`src/rtl/mmio_ctrl.sv`:
```
// Memory-mapped IO block for the core's memory stage: status, UART rx FIFO,
// UART tx holding register and free-running cycle/instruction counters.
module mmio_ctrl (
    input  logic        clk,
    input  logic        rst,
    input  logic [31:0] mem_adrM,
    input  logic [31:0] mem_wdataM,
    input  logic [3:0]  wea,
    input  logic        mem_re,
    input  logic        instr_stop,
    output logic [31:0] io_dout,
    output logic [7:0]  uart_tx_data,
    output logic        uart_tx_valid,
    input  logic        uart_tx_ready,
    input  logic [7:0]  uart_rx_data,
    input  logic        uart_rx_valid,
    output logic        uart_rx_ready
);

    localparam logic [31:0] ADR_STATUS = 32'h8000_0000;
    localparam logic [31:0] ADR_RX     = 32'h8000_0004;
    localparam logic [31:0] ADR_TX     = 32'h8000_0008;
    localparam logic [31:0] ADR_CYC    = 32'h8000_0010;
    localparam logic [31:0] ADR_INSTR  = 32'h8000_0014;
    localparam logic [31:0] ADR_CRST   = 32'h8000_0018;

    localparam logic [2:0]  FIFO_DEPTH = 3'd4;

    logic        io_sel;
    logic        is_store;
    logic        hit_rx;
    logic        hit_tx;
    logic        hit_crst;

    assign io_sel   = (mem_adrM[31:28] == 4'h8);
    assign is_store = |wea;
    assign hit_rx   = (mem_adrM == ADR_RX);
    assign hit_tx   = (mem_adrM == ADR_TX);
    assign hit_crst = (mem_adrM == ADR_CRST);

    // Only the low byte of store data reaches the transmitter.
    logic unused_wdata;
    assign unused_wdata = ^mem_wdataM[31:8];

    // ---------------- rx FIFO ----------------
    logic [7:0] fifo_mem_q [4];
    logic [1:0] wr_ptr_q, wr_ptr_d;
    logic [1:0] rd_ptr_q, rd_ptr_d;
    logic [2:0] cnt_q, cnt_d;
    logic       fifo_full;
    logic       fifo_empty;
    logic       fifo_push;
    logic       fifo_pop;

    assign fifo_full  = (cnt_q == FIFO_DEPTH);
    assign fifo_empty = (cnt_q == 3'd0);
    assign fifo_push  = uart_rx_valid && !fifo_full;
    // Emptiness is judged on the registered count, so a same-cycle push
    // into an empty FIFO cannot be popped until the following cycle.
    assign fifo_pop   = mem_re && hit_rx && !fifo_empty;

    assign uart_rx_ready = !fifo_full;

    always_comb begin
        wr_ptr_d = wr_ptr_q;
        rd_ptr_d = rd_ptr_q;
        cnt_d    = cnt_q;
        if (fifo_push) begin
            wr_ptr_d = wr_ptr_q + 2'd1;
        end
        if (fifo_pop) begin
            rd_ptr_d = rd_ptr_q + 2'd1;
        end
        case ({fifo_push, fifo_pop})
            2'b10:   cnt_d = cnt_q + 3'd1;
            2'b01:   cnt_d = cnt_q - 3'd1;
            default: cnt_d = cnt_q;
        endcase
    end

    always_ff @(posedge clk) begin
        if (rst) begin
            wr_ptr_q <= 2'd0;
            rd_ptr_q <= 2'd0;
            cnt_q    <= 3'd0;
        end else begin
            wr_ptr_q <= wr_ptr_d;
            rd_ptr_q <= rd_ptr_d;
            cnt_q    <= cnt_d;
        end
    end

    // Storage needs no reset: clearing the pointers and count discards it.
    always_ff @(posedge clk) begin
        if (fifo_push) begin
            fifo_mem_q[wr_ptr_q] <= uart_rx_data;
        end
    end

    // ---------------- tx holding register ----------------
    logic       tx_valid_q, tx_valid_d;
    logic [7:0] tx_data_q, tx_data_d;
    logic       tx_free;

    assign tx_free = !tx_valid_q;

    always_comb begin
        tx_valid_d = tx_valid_q;
        tx_data_d  = tx_data_q;
        if (tx_valid_q) begin
            if (uart_tx_ready) begin
                tx_valid_d = 1'b0;
            end
        end else if (is_store && hit_tx) begin
            tx_valid_d = 1'b1;
            tx_data_d  = mem_wdataM[7:0];
        end
    end

    always_ff @(posedge clk) begin
        if (rst) begin
            tx_valid_q <= 1'b0;
            tx_data_q  <= 8'h00;
        end else begin
            tx_valid_q <= tx_valid_d;
            tx_data_q  <= tx_data_d;
        end
    end

    assign uart_tx_valid = tx_valid_q;
    assign uart_tx_data  = tx_data_q;

    // ---------------- performance counters ----------------
    logic [31:0] cyc_cnt_q, cyc_cnt_d;
    logic [31:0] ins_cnt_q, ins_cnt_d;
    logic        cnt_clr;

    assign cnt_clr = is_store && hit_crst;

    always_comb begin
        cyc_cnt_d = cyc_cnt_q + 32'd1;
        ins_cnt_d = instr_stop ? ins_cnt_q : (ins_cnt_q + 32'd1);
        if (cnt_clr) begin
            cyc_cnt_d = 32'd0;
            ins_cnt_d = 32'd0;
        end
    end

    always_ff @(posedge clk) begin
        if (rst) begin
            cyc_cnt_q <= 32'd0;
            ins_cnt_q <= 32'd0;
        end else begin
            cyc_cnt_q <= cyc_cnt_d;
            ins_cnt_q <= ins_cnt_d;
        end
    end

    // ---------------- read data ----------------
    logic [31:0] rdata_d;
    logic [31:0] io_dout_q;

    always_comb begin
        rdata_d = 32'd0;
        if (io_sel) begin
            case (mem_adrM[27:0])
                ADR_STATUS[27:0]: rdata_d = {30'd0, !fifo_empty, tx_free};
                ADR_RX[27:0]:     rdata_d = fifo_empty ? 32'd0 : {24'd0, fifo_mem_q[rd_ptr_q]};
                ADR_CYC[27:0]:    rdata_d = cyc_cnt_q;
                ADR_INSTR[27:0]:  rdata_d = ins_cnt_q;
                default:          rdata_d = 32'd0;
            endcase
        end
    end

    always_ff @(posedge clk) begin
        if (rst) begin
            io_dout_q <= 32'd0;
        end else begin
            io_dout_q <= rdata_d;
        end
    end

    assign io_dout = io_dout_q;

endmodule

```
`config.mk`:
```
export PLATFORM = sky130hd
export DESIGN_NAME = mmio_ctrl
export DESIGN_NICKNAME = d
export VERILOG_FILES = /design/src/rtl/mmio_ctrl.sv
export SDC_FILE = /design/constraint.sdc
export NUM_CORES = 1
export LEC_CHECK = 0
export ABC_AREA = 0
export BUFFER_PORTS_ARGS = -buffer_cell sky130_fd_sc_hd__buf_4
export CAP_MARGIN = 5
export CELL_PAD_IN_SITES_DETAIL_PLACEMENT = 0
export CELL_PAD_IN_SITES_GLOBAL_PLACEMENT = 1
export CORE_MARGIN = 1
export CORE_UTILIZATION = 42
export DETAILED_ROUTE_END_ITERATION = 16
export PLACE_DENSITY_LB_ADDON = 0.1
export REMOVE_ABC_BUFFERS = 1
export SLEW_MARGIN = 0
export SYNTH_ARGS = -nofsm -noshare
export SYNTH_HDL_FRONTEND = slang
export SYNTH_SLANG_ARGS = --single-unit
```
`constraint.sdc`:
```
create_clock -name clk -period 3.7 [get_ports clk]
set_input_delay 0.37 -clock clk [delete_from_list [all_inputs] [get_ports clk]]
set_output_delay 0.37 -clock clk [all_outputs]
set_load 0.05 [all_outputs]
```
==> metrics.txt, run 1 <==
# TYPE chip_impl_metric gauge
chip_impl_metric{name="floorplan.die.height",unit="µm"} 123
chip_impl_metric{name="minimum_period_implied_by_the_final_worst_setup_slack",unit="ns"} 2.82
chip_impl_info{name="cts_root_buf",value="sky130_fd_sc_hd__clkbuf_16"} 1
chip_impl_metric{name="final-setup-viol-count",unit=""} 0
chip_impl_metric{name="timing_worst_slew_pin_value",unit="ns"} 0.891
chip_impl_info{name="grt_setup_unrepaired",value="false"} 1
chip_impl_metric{name="critPathMaxFanout",unit=""} 4
chip_impl_metric{name="clk_transition_reported_paths",unit="ns"} 0.06
chip_impl_metric{name="synth_compound_area_share",unit="%"} 6.97
chip_impl_metric{name="clock-sinks",unit=""} 146
chip_impl_metric{name="place.gp.congestion",unit=""} 0.755
chip_impl_metric{name="part_of_the_total_power_dissipated_in_sequential_elements",unit="%"} 48.2
chip_impl_metric{name="power_density",unit="nW/µm²"} 456
chip_impl_metric{name="dr_total_vias",unit=""} 4685
chip_impl_metric{name="drtAntennaViolNets",unit=""} 0
chip_impl_metric{name="vias_per_cell",unit=""} 5.25
chip_impl_metric{name="synth_adder_area_share",unit="%"} 1.76
chip_impl_metric{name="initial_core_util",unit="%"} 43.4
chip_impl_metric{name="maxSlewHeadroom",unit="%"} 40.1
chip_impl_metric{name="drive_above_1_share",unit="%"} 22.3
chip_impl_metric{name="p_leak",unit="µW"} 0.00280
chip_impl_metric{name="drt-total-wl",unit="µm"} 13500
chip_impl_metric{name="holdBufCountCts",unit=""} 0
chip_impl_metric{name="power.share.combinational",unit="%"} 3.8
chip_impl_metric{name="report.final.hold_viol_count",unit=""} 0
chip_impl_info{name="crit_chain",value="buf_4 > nor4_1 > nand4_1 > nor4_1 > ha_1 > inv_1 > fa_1 > xor2_1 > or3_1 > a21oi_1"} 1
chip_impl_metric{name="die_w",unit="µm"} 123
chip_impl_metric{name="post_drt_wl_per_cell",unit="µm"} 15.1
chip_impl_metric{name="postCtsResizedCells",unit=""} 0
chip_impl_metric{name="ys_types",unit=""} 39
chip_impl_metric{name="port_buffers",unit=""} 99
chip_impl_metric{name="htreeDepth",unit=""} 4
chip_impl_metric{name="die_area",unit="µm²"} 15000
chip_impl_metric{name="post_synth_and_or_nand_nor_area_fraction",unit="%"} 21.4
chip_impl_metric{name="fillers",unit=""} 1287
chip_impl_metric{name="worst_path_required_time",unit="ns"} 4.06
chip_impl_metric{name="yosys_warnings",unit=""} 0
chip_impl_info{name="cp_top_family",value="simple AND/OR/NAND/NOR gates"} 1
chip_impl_metric{name="final_max_slew_viol_count",unit=""} 0
chip_impl_metric{name="switching_share",unit="%"} 23.1
chip_impl_metric{name="intPower",unit="µW"} 2660
chip_impl_info{name="synth_area_leaders",value="sky130_fd_sc_hd__dfxtp_1 37%, sky130_fd_sc_hd__edfxtp_1 16%, sky130_fd_sc_hd__nor2_1 7.1%"} 1
chip_impl_metric{name="first_global_vias",unit=""} 4591
chip_impl_metric{name="worst_clock_skew",unit="ns"} 0.00798
chip_impl_info{name="worst_path_most_repeated_cell",value="sky130_fd_sc_hd__nor4_1"} 1
chip_impl_metric{name="clk_latency",unit="ns"} 0.43
chip_impl_info{name="worstSetupEndpointType",value="flip-flop"} 1
chip_impl_info{name="slowest_stage",value="sky130_fd_sc_hd__nor4_1"} 1
chip_impl_metric{name="fin_crit_sh",unit="%"} 76.3
chip_impl_metric{name="antenna_cells_inserted",unit=""} 0
chip_impl_info{name="main_combinational_cell_family_by_area_after_synthesis",value="simple AND/OR/NAND/NOR gates"} 1
chip_impl_metric{name="design.final.nets",unit=""} 789
chip_impl_metric{name="initialDrtViolationCount",unit=""} 253
chip_impl_metric{name="grt_start_max_net_pins",unit=""} 65
chip_impl_metric{name="flow.area_growth_from_synthesis",unit="%"} 24.5
chip_impl_metric{name="core.rowCount",unit=""} 43
chip_impl_metric{name="drt_pass1_iterations",unit=""} 4
chip_impl_metric{name="xor_and_xnor_fraction_of_the_mapped_netlist_area",unit="%"} 8.61
chip_impl_metric{name="post_synth_mux_area_share",unit="%"} 4.61
chip_impl_info{name="cts_tree",value="done"} 1
chip_impl_metric{name="post-route-drc-count",unit=""} 0
chip_impl_info{name="post-synth-top-area-cell",value="sky130_fd_sc_hd__dfxtp_1"} 1
chip_impl_metric{name="syn_area_per_cell",unit="µm²"} 10.3
chip_impl_metric{name="net-switching-power",unit="µW"} 802
chip_impl_metric{name="postSynthCellCount",unit=""} 594
chip_impl_metric{name="reg2reg_slack",unit="ns"} 1.34
chip_impl_metric{name="core-area",unit="µm²"} 14000
chip_impl_metric{name="cts_buffers",unit=""} 17
chip_impl_metric{name="worst-path-buf-inv",unit=""} 2
chip_impl_metric{name="track_usage",unit="%"} 19.6
chip_impl_metric{name="fin_tns_setup",unit="ns"} 0
chip_impl_metric{name="portion_of_total_power_attributed_to_the_clock_network",unit="%"} 47.9
chip_impl_info{name="critPathKind",value="in2reg"} 1
chip_impl_metric{name="max-cap-violations",unit=""} 0
chip_impl_info{name="worst_hold_path_type",value="in2reg"} 1
chip_impl_metric{name="critical_path.max_stage_delay",unit="ns"} 0.58
chip_impl_metric{name="clockBufferDepth",unit=""} 2
chip_impl_metric{name="synth.yosys.seq_area_share",unit="%"} 53.2
chip_impl_info{name="outcome",value="completed"} 1
chip_impl_metric{name="antenna_found_initial",unit=""} 0
chip_impl_metric{name="max_freq",unit="MHz"} 354
chip_impl_metric{name="grt_pass1_wl",unit="µm"} 22400
chip_impl_info{name="worstSetupStartpointType",value="input pin"} 1
chip_impl_metric{name="overall_overflow_remaining_after_global_route",unit=""} 0
chip_impl_metric{name="io_pins",unit=""} 124
chip_impl_metric{name="irDropWorstVdd",unit="µV"} 313
chip_impl_metric{name="netlist.area_leader.share",unit="%"} 37.4
chip_impl_metric{name="ys_seq_elements",unit=""} 146
chip_impl_metric{name="detailedPlacementHpwl",unit="µm"} 9300
chip_impl_metric{name="report.power.total",unit="µW"} 3470
chip_impl_metric{name="synth.cell_area",unit="µm²"} 6100
chip_impl_metric{name="worstPathArrival",unit="ns"} 3.18
chip_impl_metric{name="cts_setup_buffers",unit=""} 0
==> metrics by stage <==
| stage | hold slack, ns | cells | setup slack [ns] | instance area, µm² | util (%) |
|---|---|---|---|---|---|
| 2_1_floorplan | 0.439 | 570 | 0.422 | 5960 | - |
| 3_3_place_gp | 0.476 | 860 | 0.548 | 7020 | 50.0 |
| 3_5_place_dp | 0.489 | 860 | 0.413 | 7020 | 50.0 |
| 4_1_cts | 0.121 | 892 | 0.843 | 7590 | 54.1 |
| 5_1_grt | 0.125 | 892 | 0.580 | 7590 | 54.1 |
| 6_report | 0.140 | 892 | 0.877 | 7590 | 54.1 |
==> synthesized netlist by cell type, drive strengths merged <==
library cell	count
o32a	1
and4b	1
mux4	8
nor2b	3
nand3	30
and2	4
buf	9
xnor2	15
ha	7
xor2	45
mux2	1
nand2b	1
a22oi	32
and3	11
o41ai	1
fa	1
nor4b	2
dfxtp	114
o21ai	7
nand2	22
or4	4
o22a	6
nand4b	2
nor3	7
nand4	27
nor2	116
and4	9
or3	8
edfxtp	32
nor4	12
mux2i	9
a21oi	12
inv	20
clkbuf	15
==> flip-flops by register name, summed over array words and instances, names as in the netlist, named ones only <==
register / cells
ins_cnt_q: 32
cyc_cnt_q: 32
uart_tx_valid: 1
uart_tx_data: 8
wr_ptr_q: 2
cnt_q: 3
io_dout: 32
fifo_mem_q: 32
rd_ptr_q: 2
==> layer usage <==
layer	track usage [%]	share of wire, %	vias to the layer above
met5	0	0	-
met4	9.60	2.3	0
met3	4.32	3.9	25
met2	33.2	50	109
met1	23.3	44	2222
li1	-	-	2329
==> cell usage in the layout (no fill, tap or decap), types with 9 or more instances in the layout <==
master / Yosys / layout
sky130_fd_sc_hd__buf_4: 0 / 110
sky130_fd_sc_hd__inv_1: 20 / 20
sky130_fd_sc_hd__nand4_1: 26 / 26
sky130_fd_sc_hd__nand3_1: 30 / 30
sky130_fd_sc_hd__mux2i_1: 9 / 9
sky130_fd_sc_hd__a21oi_1: 12 / 12
sky130_fd_sc_hd__nand2_1: 22 / 22
sky130_fd_sc_hd__and3_1: 11 / 11
sky130_fd_sc_hd__dfxtp_1: 114 / 114
sky130_fd_sc_hd__edfxtp_1: 32 / 32
sky130_fd_sc_hd__a22oi_1: 32 / 32
sky130_fd_sc_hd__nor2_1: 116 / 116
sky130_fd_sc_hd__xnor2_1: 15 / 15
sky130_fd_sc_hd__clkbuf_16: 0 / 17
sky130_fd_sc_hd__xor2_1: 45 / 45
sky130_fd_sc_hd__and4_1: 9 / 9
==> kinds of logic after synthesis <==
logic type      after synthesis
buf+inv                      44
fa+ha+maj                     8
mux                          18
flops                       146
xor+xnor                     60
compound gates               59
simple gates                259
==> path summary, 6_finish.rpt <==
kind,start,end,depth (start not counted)
worst min register to register,rd_ptr_q[1],flip-flop,2
worst max-delay path,mem_adrM[21],cnt_q[2],10
worst min-delay path,uart_rx_data[3],fifo_mem_q[3][3],1
worst max register to register,cyc_cnt_q[0],cyc_cnt_q[28],6
==> area by class of cell <==
cell class              count  area, µm²  share of cell area, %
flip-flops and latches    146       3240                   42.7
multi-input cells         404       2650                   34.9
repair buffers            110        826                   10.9
clock buffers              17        425                   5.60
well taps                 180        225                   2.97
clock inverters            15        150                   1.98
inverters                  20       75.1                  0.988
==> power by group through the flow <==
stage          Combinational (µW)  Sequential [µW]  Clock (µW)
3_3_place_gp                  131             1700           0
5_1_grt                       148             1670        1780
4_1_cts                       135             1670        1700
3_5_place_dp                  135             1710           0
6_report                      133             1670        1660
2_1_floorplan                58.8             1700           0
(Power assumes the default switching activity.)
==> run 2: changes to the inputs <==
CORE_UTILIZATION = 38   (was 42)
clock period = 2.4 ns   (was 3.7 ns; I/O delays follow)
==> metrics.txt, run 2 (synthesized netlist as in run 1, its figures left out) <==
# TYPE chip_impl_metric gauge
chip_impl_metric{name="max_freq",unit="MHz"} 443
chip_impl_metric{name="power.share.combinational",unit="%"} 4.1
chip_impl_info{name="cts_root_buf",value="sky130_fd_sc_hd__clkbuf_16"} 1
chip_impl_metric{name="postCtsResizedCells",unit=""} 0
chip_impl_info{name="worstSetupEndpointType",value="flip-flop"} 1
chip_impl_metric{name="antenna_cells_inserted",unit=""} 0
chip_impl_metric{name="fin_crit_sh",unit="%"} 94.0
chip_impl_metric{name="first_global_vias",unit=""} 4633
chip_impl_info{name="cp_top_family",value="simple AND/OR/NAND/NOR gates"} 1
chip_impl_metric{name="drt-total-wl",unit="µm"} 13800
chip_impl_info{name="cts_tree",value="done"} 1
chip_impl_info{name="most-common-layout-cells",value="130 x sky130_fd_sc_hd__buf_4, 116 x sky130_fd_sc_hd__nor2_1, 114 x sky130_fd_sc_hd__dfxtp_1, 45 x sky130_fd_sc_hd__xor2_1"} 1
chip_impl_metric{name="htreeDepth",unit=""} 4
chip_impl_metric{name="antenna_found_initial",unit=""} 0
chip_impl_metric{name="fin_util",unit="%"} 50.9
chip_impl_metric{name="critPathMaxFanout",unit=""} 6
chip_impl_info{name="layout_commonest_cell",value="sky130_fd_sc_hd__buf_4"} 1
chip_impl_metric{name="core.rowCount",unit=""} 45
chip_impl_metric{name="max-cap-violations",unit=""} 0
chip_impl_metric{name="power_density",unit="nW/µm²"} 688
chip_impl_metric{name="clk_latency",unit="ns"} 0.41
chip_impl_metric{name="final_design_area_no_fill",unit="µm²"} 7860
chip_impl_metric{name="core-area",unit="µm²"} 15400
chip_impl_metric{name="drtAntennaViolNets",unit=""} 0
chip_impl_info{name="crit_chain",value="inv_1 > nand3_1 > and2_1 > inv_1 > ha_1 > inv_1 > fa_1 > xor2_1 > or3_1 > a21oi_1"} 1
chip_impl_info{name="outcome",value="completed"} 1
chip_impl_metric{name="worst_clock_skew",unit="ns"} 0.00526
chip_impl_metric{name="part_of_the_total_power_dissipated_in_sequential_elements",unit="%"} 47.6
chip_impl_metric{name="report.final.hold_viol_count",unit=""} 0
chip_impl_metric{name="hold_depth",unit=""} 1
chip_impl_metric{name="vias_per_cell",unit=""} 4.99
chip_impl_metric{name="place.gp.congestion",unit=""} 0.770
chip_impl_info{name="worstSetupStartpointType",value="flip-flop"} 1
chip_impl_metric{name="drive_above_1_share",unit="%"} 24.9
chip_impl_metric{name="dr_total_vias",unit=""} 4712
chip_impl_metric{name="r2r.worst_path.cells",unit=""} 10
chip_impl_metric{name="detailedPlacementHpwl",unit="µm"} 9640
chip_impl_info{name="worst_hold_path_type",value="in2reg"} 1
chip_impl_metric{name="initialDrtViolationCount",unit=""} 265
chip_impl_metric{name="cts_buffers",unit=""} 17
chip_impl_metric{name="initial_core_util",unit="%"} 39.5
chip_impl_metric{name="overall_overflow_remaining_after_global_route",unit=""} 0
chip_impl_metric{name="irDropWorstVdd",unit="µV"} 499
chip_impl_metric{name="switching_share",unit="%"} 22.3
chip_impl_metric{name="placedInstanceArea",unit="µm²"} 7250
chip_impl_metric{name="floorplan.die.height",unit="µm"} 129
chip_impl_metric{name="critical_path.max_stage_delay",unit="ns"} 0.37
chip_impl_metric{name="grt_pass1_wl",unit="µm"} 22700
chip_impl_metric{name="clock-sinks",unit=""} 146
chip_impl_metric{name="grt_start_max_net_pins",unit=""} 65
chip_impl_metric{name="timing_worst_slew_pin_value",unit="ns"} 0.486
chip_impl_metric{name="fillers",unit=""} 1427
chip_impl_info{name="grt_setup_unrepaired",value="false"} 1
chip_impl_metric{name="final_max_slew_viol_count",unit=""} 0
chip_impl_metric{name="worst_path_required_time",unit="ns"} 2.75
chip_impl_info{name="slowest_stage",value="sky130_fd_sc_hd__fa_1"} 1
chip_impl_metric{name="post_drt_wl_per_cell",unit="µm"} 14.6
chip_impl_metric{name="flow.area_growth_from_synthesis",unit="%"} 28.8
chip_impl_metric{name="net-switching-power",unit="µW"} 1200
chip_impl_metric{name="minimum_period_implied_by_the_final_worst_setup_slack",unit="ns"} 2.26
chip_impl_metric{name="port_buffers",unit=""} 99
chip_impl_metric{name="post-route-drc-count",unit=""} 0
chip_impl_metric{name="reg2reg_slack",unit="ns"} 0.14
chip_impl_metric{name="p_leak",unit="µW"} 0.00293
chip_impl_metric{name="holdBufCountCts",unit=""} 0
chip_impl_metric{name="die_area",unit="µm²"} 16600
chip_impl_metric{name="die_w",unit="µm"} 129
chip_impl_metric{name="cts_setup_buffers",unit=""} 0
chip_impl_metric{name="io_pins",unit=""} 124
chip_impl_info{name="worst_path_most_repeated_cell",value="sky130_fd_sc_hd__inv_1"} 1
chip_impl_metric{name="maxSlewHeadroom",unit="%"} 67.3
chip_impl_metric{name="final-setup-viol-count",unit=""} 0
chip_impl_metric{name="critical_path_depth",unit=""} 10
chip_impl_metric{name="portion_of_total_power_attributed_to_the_clock_network",unit="%"} 48.3
chip_impl_metric{name="design.final.nets",unit=""} 811
chip_impl_info{name="critPathKind",value="reg2reg"} 1
chip_impl_metric{name="track_usage",unit="%"} 17.9
chip_impl_metric{name="intPower",unit="µW"} 4210
chip_impl_metric{name="clockBufferDepth",unit=""} 2
chip_impl_metric{name="worst-path-buf-inv",unit=""} 3
chip_impl_metric{name="drt_pass1_iterations",unit=""} 4
chip_impl_metric{name="clk_transition_reported_paths",unit="ns"} 0.06
chip_impl_metric{name="worstPathArrival",unit="ns"} 2.61
[run 2: cell types whose count changed in the layout (fill, tap and decap cells not counted), moves of 2 or more]
cell,previous run,this run
sky130_fd_sc_hd__buf_4,110,130
sky130_fd_sc_hd__nor4_2,4,7
sky130_fd_sc_hd__nor4_1,8,5
sky130_fd_sc_hd__buf_12,0,2
sky130_fd_sc_hd__inv_8,2,0
sky130_fd_sc_hd__clkinv_1,0,2
[run 2: cell type report]
class | instances | area (µm²) | share of cell area [%]
inverters | 20 | 75.1 | 0.955
repair buffers | 132 | 1020 | 12.9
well taps | 211 | 264 | 3.36
clock buffers | 17 | 425 | 5.41
multi-input cells | 404 | 2680 | 34.0
clock inverters | 15 | 160 | 2.04
flip-flops and latches | 146 | 3240 | 41.3
[run 2: path summary, 6_finish.rpt]
kind | startpoint | endpoint
hold / removal | uart_rx_data[2] | fifo_mem_q[1][2]
setup reg to reg | cnt_q[0] | cnt_q[2]
hold reg to reg | cyc_cnt_q[31] | cyc_cnt_q[31]
setup / recovery | cnt_q[0] | cnt_q[2]
[run 2: routing by layer]
layer	share of wire, %	routed length, µm	global-route usage [%]
met5	0	0	0
met1	44	6110	21.5
met3	5.8	796	5.78
met4	0.87	119	5.61
met2	49	6730	30.3
[run 2: power by group through the flow]
| stage | Combinational, µW | Clock, µW | Sequential [µW] |
|---|---|---|---|
| 2_1_floorplan | 90.7 | 0 | 2620 |
| 4_1_cts | 223 | 2680 | 2580 |
| 3_5_place_dp | 222 | 0 | 2630 |
| 3_3_place_gp | 218 | 0 | 2630 |
| 6_report | 222 | 2610 | 2580 |
| 5_1_grt | 248 | 2790 | 2580 |
[run 2: per-stage QoR]
step	std cells	hold WS, ns	TNS (ns)	power (µW)	worst slack (ns)
floorplan	570	0.309	-52.73	2710	-0.748
global placement	913	0.440	-0.296	2850	-0.252
detailed placement	913	0.444	-0.412	2850	-0.327
CTS	945	0.00234	0	5480	0.104
global route	945	0.00474	0	5610	0.00427
finish	945	0.0265	0	5410	0.143
[run 2: worst register-to-register path: stages (launching register included)]
cell,delay (ns)
sky130_fd_sc_hd__dfxtp_1,0.33
sky130_fd_sc_hd__inv_1,0.10
sky130_fd_sc_hd__nand3_1,0.19
sky130_fd_sc_hd__and2_1,0.26
sky130_fd_sc_hd__inv_1,0.11
sky130_fd_sc_hd__ha_1,0.18
sky130_fd_sc_hd__inv_1,0.06
sky130_fd_sc_hd__fa_1,0.37
sky130_fd_sc_hd__xor2_1,0.16
sky130_fd_sc_hd__or3_1,0.31
sky130_fd_sc_hd__a21oi_1,0.14
==> run 3: changes to the inputs <==
ABC_CLOCK_PERIOD_IN_PS = 2400   (was not set)
RECOVER_POWER = 50   (was not set)
==> metrics.txt, run 3 (synthesized netlist as in run 1, its figures left out) <==
# TYPE chip_impl_metric gauge
chip_impl_metric{name="critical_path_depth",unit=""} 10
chip_impl_metric{name="antenna_cells_inserted",unit=""} 0
chip_impl_metric{name="die_area",unit="µm²"} 16600
chip_impl_metric{name="post_drt_wl_per_cell",unit="µm"} 14.6
chip_impl_metric{name="drtAntennaViolNets",unit=""} 0
chip_impl_metric{name="multiInputGateArea",unit="µm²"} 2680
chip_impl_metric{name="intPower",unit="µW"} 4200
chip_impl_metric{name="dr_total_vias",unit=""} 4724
chip_impl_metric{name="clock-sinks",unit=""} 146
chip_impl_info{name="outcome",value="completed"} 1
chip_impl_info{name="most-common-layout-cells",value="116 x sky130_fd_sc_hd__nor2_1, 114 x sky130_fd_sc_hd__dfxtp_1, 80 x sky130_fd_sc_hd__buf_4, 50 x sky130_fd_sc_hd__clkbuf_1, 45 x sky130_fd_sc_hd__xor2_1"} 1
chip_impl_info{name="rr_endpoint",value="cnt_q[2]"} 1
chip_impl_metric{name="clk_transition_reported_paths",unit="ns"} 0.06
chip_impl_metric{name="switching_share",unit="%"} 22.2
chip_impl_metric{name="detailedPlacementHpwl",unit="µm"} 9640
chip_impl_metric{name="final_max_slew_viol_count",unit=""} 0
chip_impl_metric{name="flow.area_growth_from_synthesis",unit="%"} 25.7
chip_impl_metric{name="minimum_period_implied_by_the_final_worst_setup_slack",unit="ns"} 2.25
chip_impl_metric{name="core-area",unit="µm²"} 15400
chip_impl_metric{name="cts_setup_buffers",unit=""} 0
chip_impl_metric{name="part_of_the_total_power_dissipated_in_sequential_elements",unit="%"} 47.8
chip_impl_info{name="layout_commonest_cell",value="sky130_fd_sc_hd__nor2_1"} 1
chip_impl_metric{name="initial_core_util",unit="%"} 39.5
chip_impl_metric{name="p_leak",unit="µW"} 0.00272
chip_impl_metric{name="io_pins",unit=""} 124
chip_impl_info{name="cp_top_family",value="simple AND/OR/NAND/NOR gates"} 1
chip_impl_metric{name="reg2reg_slack",unit="ns"} 0.15
chip_impl_metric{name="power_density",unit="nW/µm²"} 703
chip_impl_metric{name="track_usage",unit="%"} 17.9
chip_impl_info{name="r2r_start",value="cnt_q[0]"} 1
chip_impl_metric{name="placedInstanceArea",unit="µm²"} 7250
chip_impl_metric{name="die_w",unit="µm"} 129
chip_impl_info{name="critPathKind",value="reg2reg"} 1
chip_impl_metric{name="drt-total-wl",unit="µm"} 13800
chip_impl_metric{name="critPathMaxFanout",unit=""} 6
chip_impl_metric{name="drive_above_1_share",unit="%"} 18.1
chip_impl_metric{name="clk_latency",unit="ns"} 0.41
chip_impl_metric{name="maxSlewHeadroom",unit="%"} 54.6
chip_impl_metric{name="initialDrtViolationCount",unit=""} 235
chip_impl_metric{name="fillers",unit=""} 1482
chip_impl_metric{name="holdBufCountCts",unit=""} 0
chip_impl_info{name="worstSetupEndpointType",value="flip-flop"} 1
chip_impl_metric{name="max-cap-violations",unit=""} 0
chip_impl_metric{name="portion_of_total_power_attributed_to_the_clock_network",unit="%"} 48.2
chip_impl_info{name="worstSetupStartpointType",value="flip-flop"} 1
chip_impl_info{name="timing.hold.worst.start",value="mem_wdataM[7]"} 1
chip_impl_info{name="cts_root_buf",value="sky130_fd_sc_hd__clkbuf_16"} 1
chip_impl_metric{name="design.final.nets",unit=""} 811
chip_impl_metric{name="worst-path-buf-inv",unit=""} 3
chip_impl_metric{name="max_freq",unit="MHz"} 444
chip_impl_info{name="crit_chain",value="inv_1 > nand3_1 > and2_1 > inv_1 > ha_1 > inv_1 > fa_1 > xor2_1 > or3_1 > a21oi_1"} 1
chip_impl_metric{name="cts_buffers",unit=""} 17
chip_impl_metric{name="drt_pass1_iterations",unit=""} 5
chip_impl_metric{name="post-route-drc-count",unit=""} 0
chip_impl_metric{name="first_global_vias",unit=""} 4633
chip_impl_metric{name="critical_path.max_stage_delay",unit="ns"} 0.37
chip_impl_metric{name="fin_util",unit="%"} 49.7
chip_impl_metric{name="antenna_found_initial",unit=""} 0
chip_impl_info{name="worst_hold_path_type",value="in2reg"} 1
chip_impl_info{name="worst_hold_path.endpoint",value="uart_tx_data[7]"} 1
chip_impl_metric{name="grt_pass1_wl",unit="µm"} 22700
chip_impl_info{name="slowest_stage",value="sky130_fd_sc_hd__fa_1"} 1
chip_impl_info{name="cts_tree",value="done"} 1
chip_impl_info{name="grt_setup_unrepaired",value="false"} 1
chip_impl_metric{name="overall_overflow_remaining_after_global_route",unit=""} 0
chip_impl_metric{name="hold_depth",unit=""} 3
chip_impl_metric{name="power.share.combinational",unit="%"} 4.0
chip_impl_metric{name="core.rowCount",unit=""} 45
chip_impl_metric{name="worst_clock_skew",unit="ns"} 0.00480
chip_impl_metric{name="final_design_area_no_fill",unit="µm²"} 7670
chip_impl_metric{name="htreeDepth",unit=""} 4
chip_impl_metric{name="r2r.worst_path.cells",unit=""} 10
chip_impl_metric{name="clockBufferDepth",unit=""} 2
chip_impl_metric{name="worstPathArrival",unit="ns"} 2.60
chip_impl_metric{name="vias_per_cell",unit=""} 5.00
chip_impl_info{name="worst_path_most_repeated_cell",value="sky130_fd_sc_hd__inv_1"} 1
chip_impl_metric{name="final-setup-viol-count",unit=""} 0
chip_impl_metric{name="grt_start_max_net_pins",unit=""} 65
chip_impl_metric{name="port_buffers",unit=""} 99
chip_impl_metric{name="worst_path_required_time",unit="ns"} 2.75
chip_impl_metric{name="floorplan.die.height",unit="µm"} 129
chip_impl_metric{name="fin_crit_sh",unit="%"} 93.8
chip_impl_metric{name="report.final.hold_viol_count",unit=""} 0
chip_impl_metric{name="place.gp.congestion",unit=""} 0.770
chip_impl_metric{name="net-switching-power",unit="µW"} 1200
chip_impl_metric{name="combined_flip_flop_and_latch_cell_area",unit="µm²"} 3240
chip_impl_metric{name="irDropWorstVdd",unit="µV"} 499
chip_impl_metric{name="timing_worst_slew_pin_value",unit="ns"} 0.685
## run 3: cell count changes in the layout (fill, tap and decap cells not counted), sizes merged
cell and delta:
buf -50, clkbuf +50
## run 3: tightest hold or removal path, cell delays in order
cell                      delay (ns)
sky130_fd_sc_hd__buf_4          0.08
sky130_fd_sc_hd__mux2i_1        0.05
sky130_fd_sc_hd__nor2_1         0.07
## run 3: worst max path at each step
stage / from / endpoint / slack (ns)
2_1_floorplan: mem_adrM[1] / cyc_cnt_q[10] / -0.75
3_3_place_gp: mem_adrM[1] / cnt_q[2] / -0.25
3_5_place_dp: mem_adrM[1] / cnt_q[2] / -0.33
4_1_cts: mem_adrM[21] / cnt_q[2] / 0.10
5_1_grt: mem_adrM[9] / cnt_q[2] / 0.004
6_report: cnt_q[0] / cnt_q[2] / 0.15
## run 3: per-layer routing
metal,share of wire (%),routed length (µm),GRT usage [%],vias to the layer above
met3,5.6,774,5.78,9
met2,48,6670,30.3,119
met5,0,0,0,-
met4,0.86,119,5.61,0
li1,-,-,-,2365
met1,45,6200,21.5,2231
## run 3: final cells by class
cell class / count / share of cell area [%]
clock inverters: 15 / 2.09
repair buffers: 132 / 10.8
flip-flops and latches: 146 / 42.3
well taps: 211 / 3.44
multi-input cells: 404 / 34.9
clock buffers: 17 / 5.55
inverters: 20 / 0.979
## run 3: through the flow
stage               total power (µW)  setup slack [ns]  TNS [ns]  hold slack (ns)  cells
floorplan                       2710            -0.748    -52.73            0.309    570
global placement                2850            -0.252    -0.296            0.440    913
detailed placement              2850            -0.327    -0.412            0.444    913
CTS                             5480             0.104         0          0.00234    945
global route                    5610           0.00427         0           0.0394    945
finish                          5400             0.149         0           0.0584    945
## run 3: power groups by stage
stage	Clock [µW]	Sequential (µW)	Combinational (µW)
detailed placement	0	2630	222
floorplan	0	2620	90.7
global route	2790	2580	242
CTS	2680	2580	223
global placement	0	2630	218
finish	2600	2580	217
## run 3: timing repair
item                                    4_1_cts  5_1_grt
endpoints found under the setup margin        0        1
hold endpoints to repair                      0        0
resized for setup                             0        4
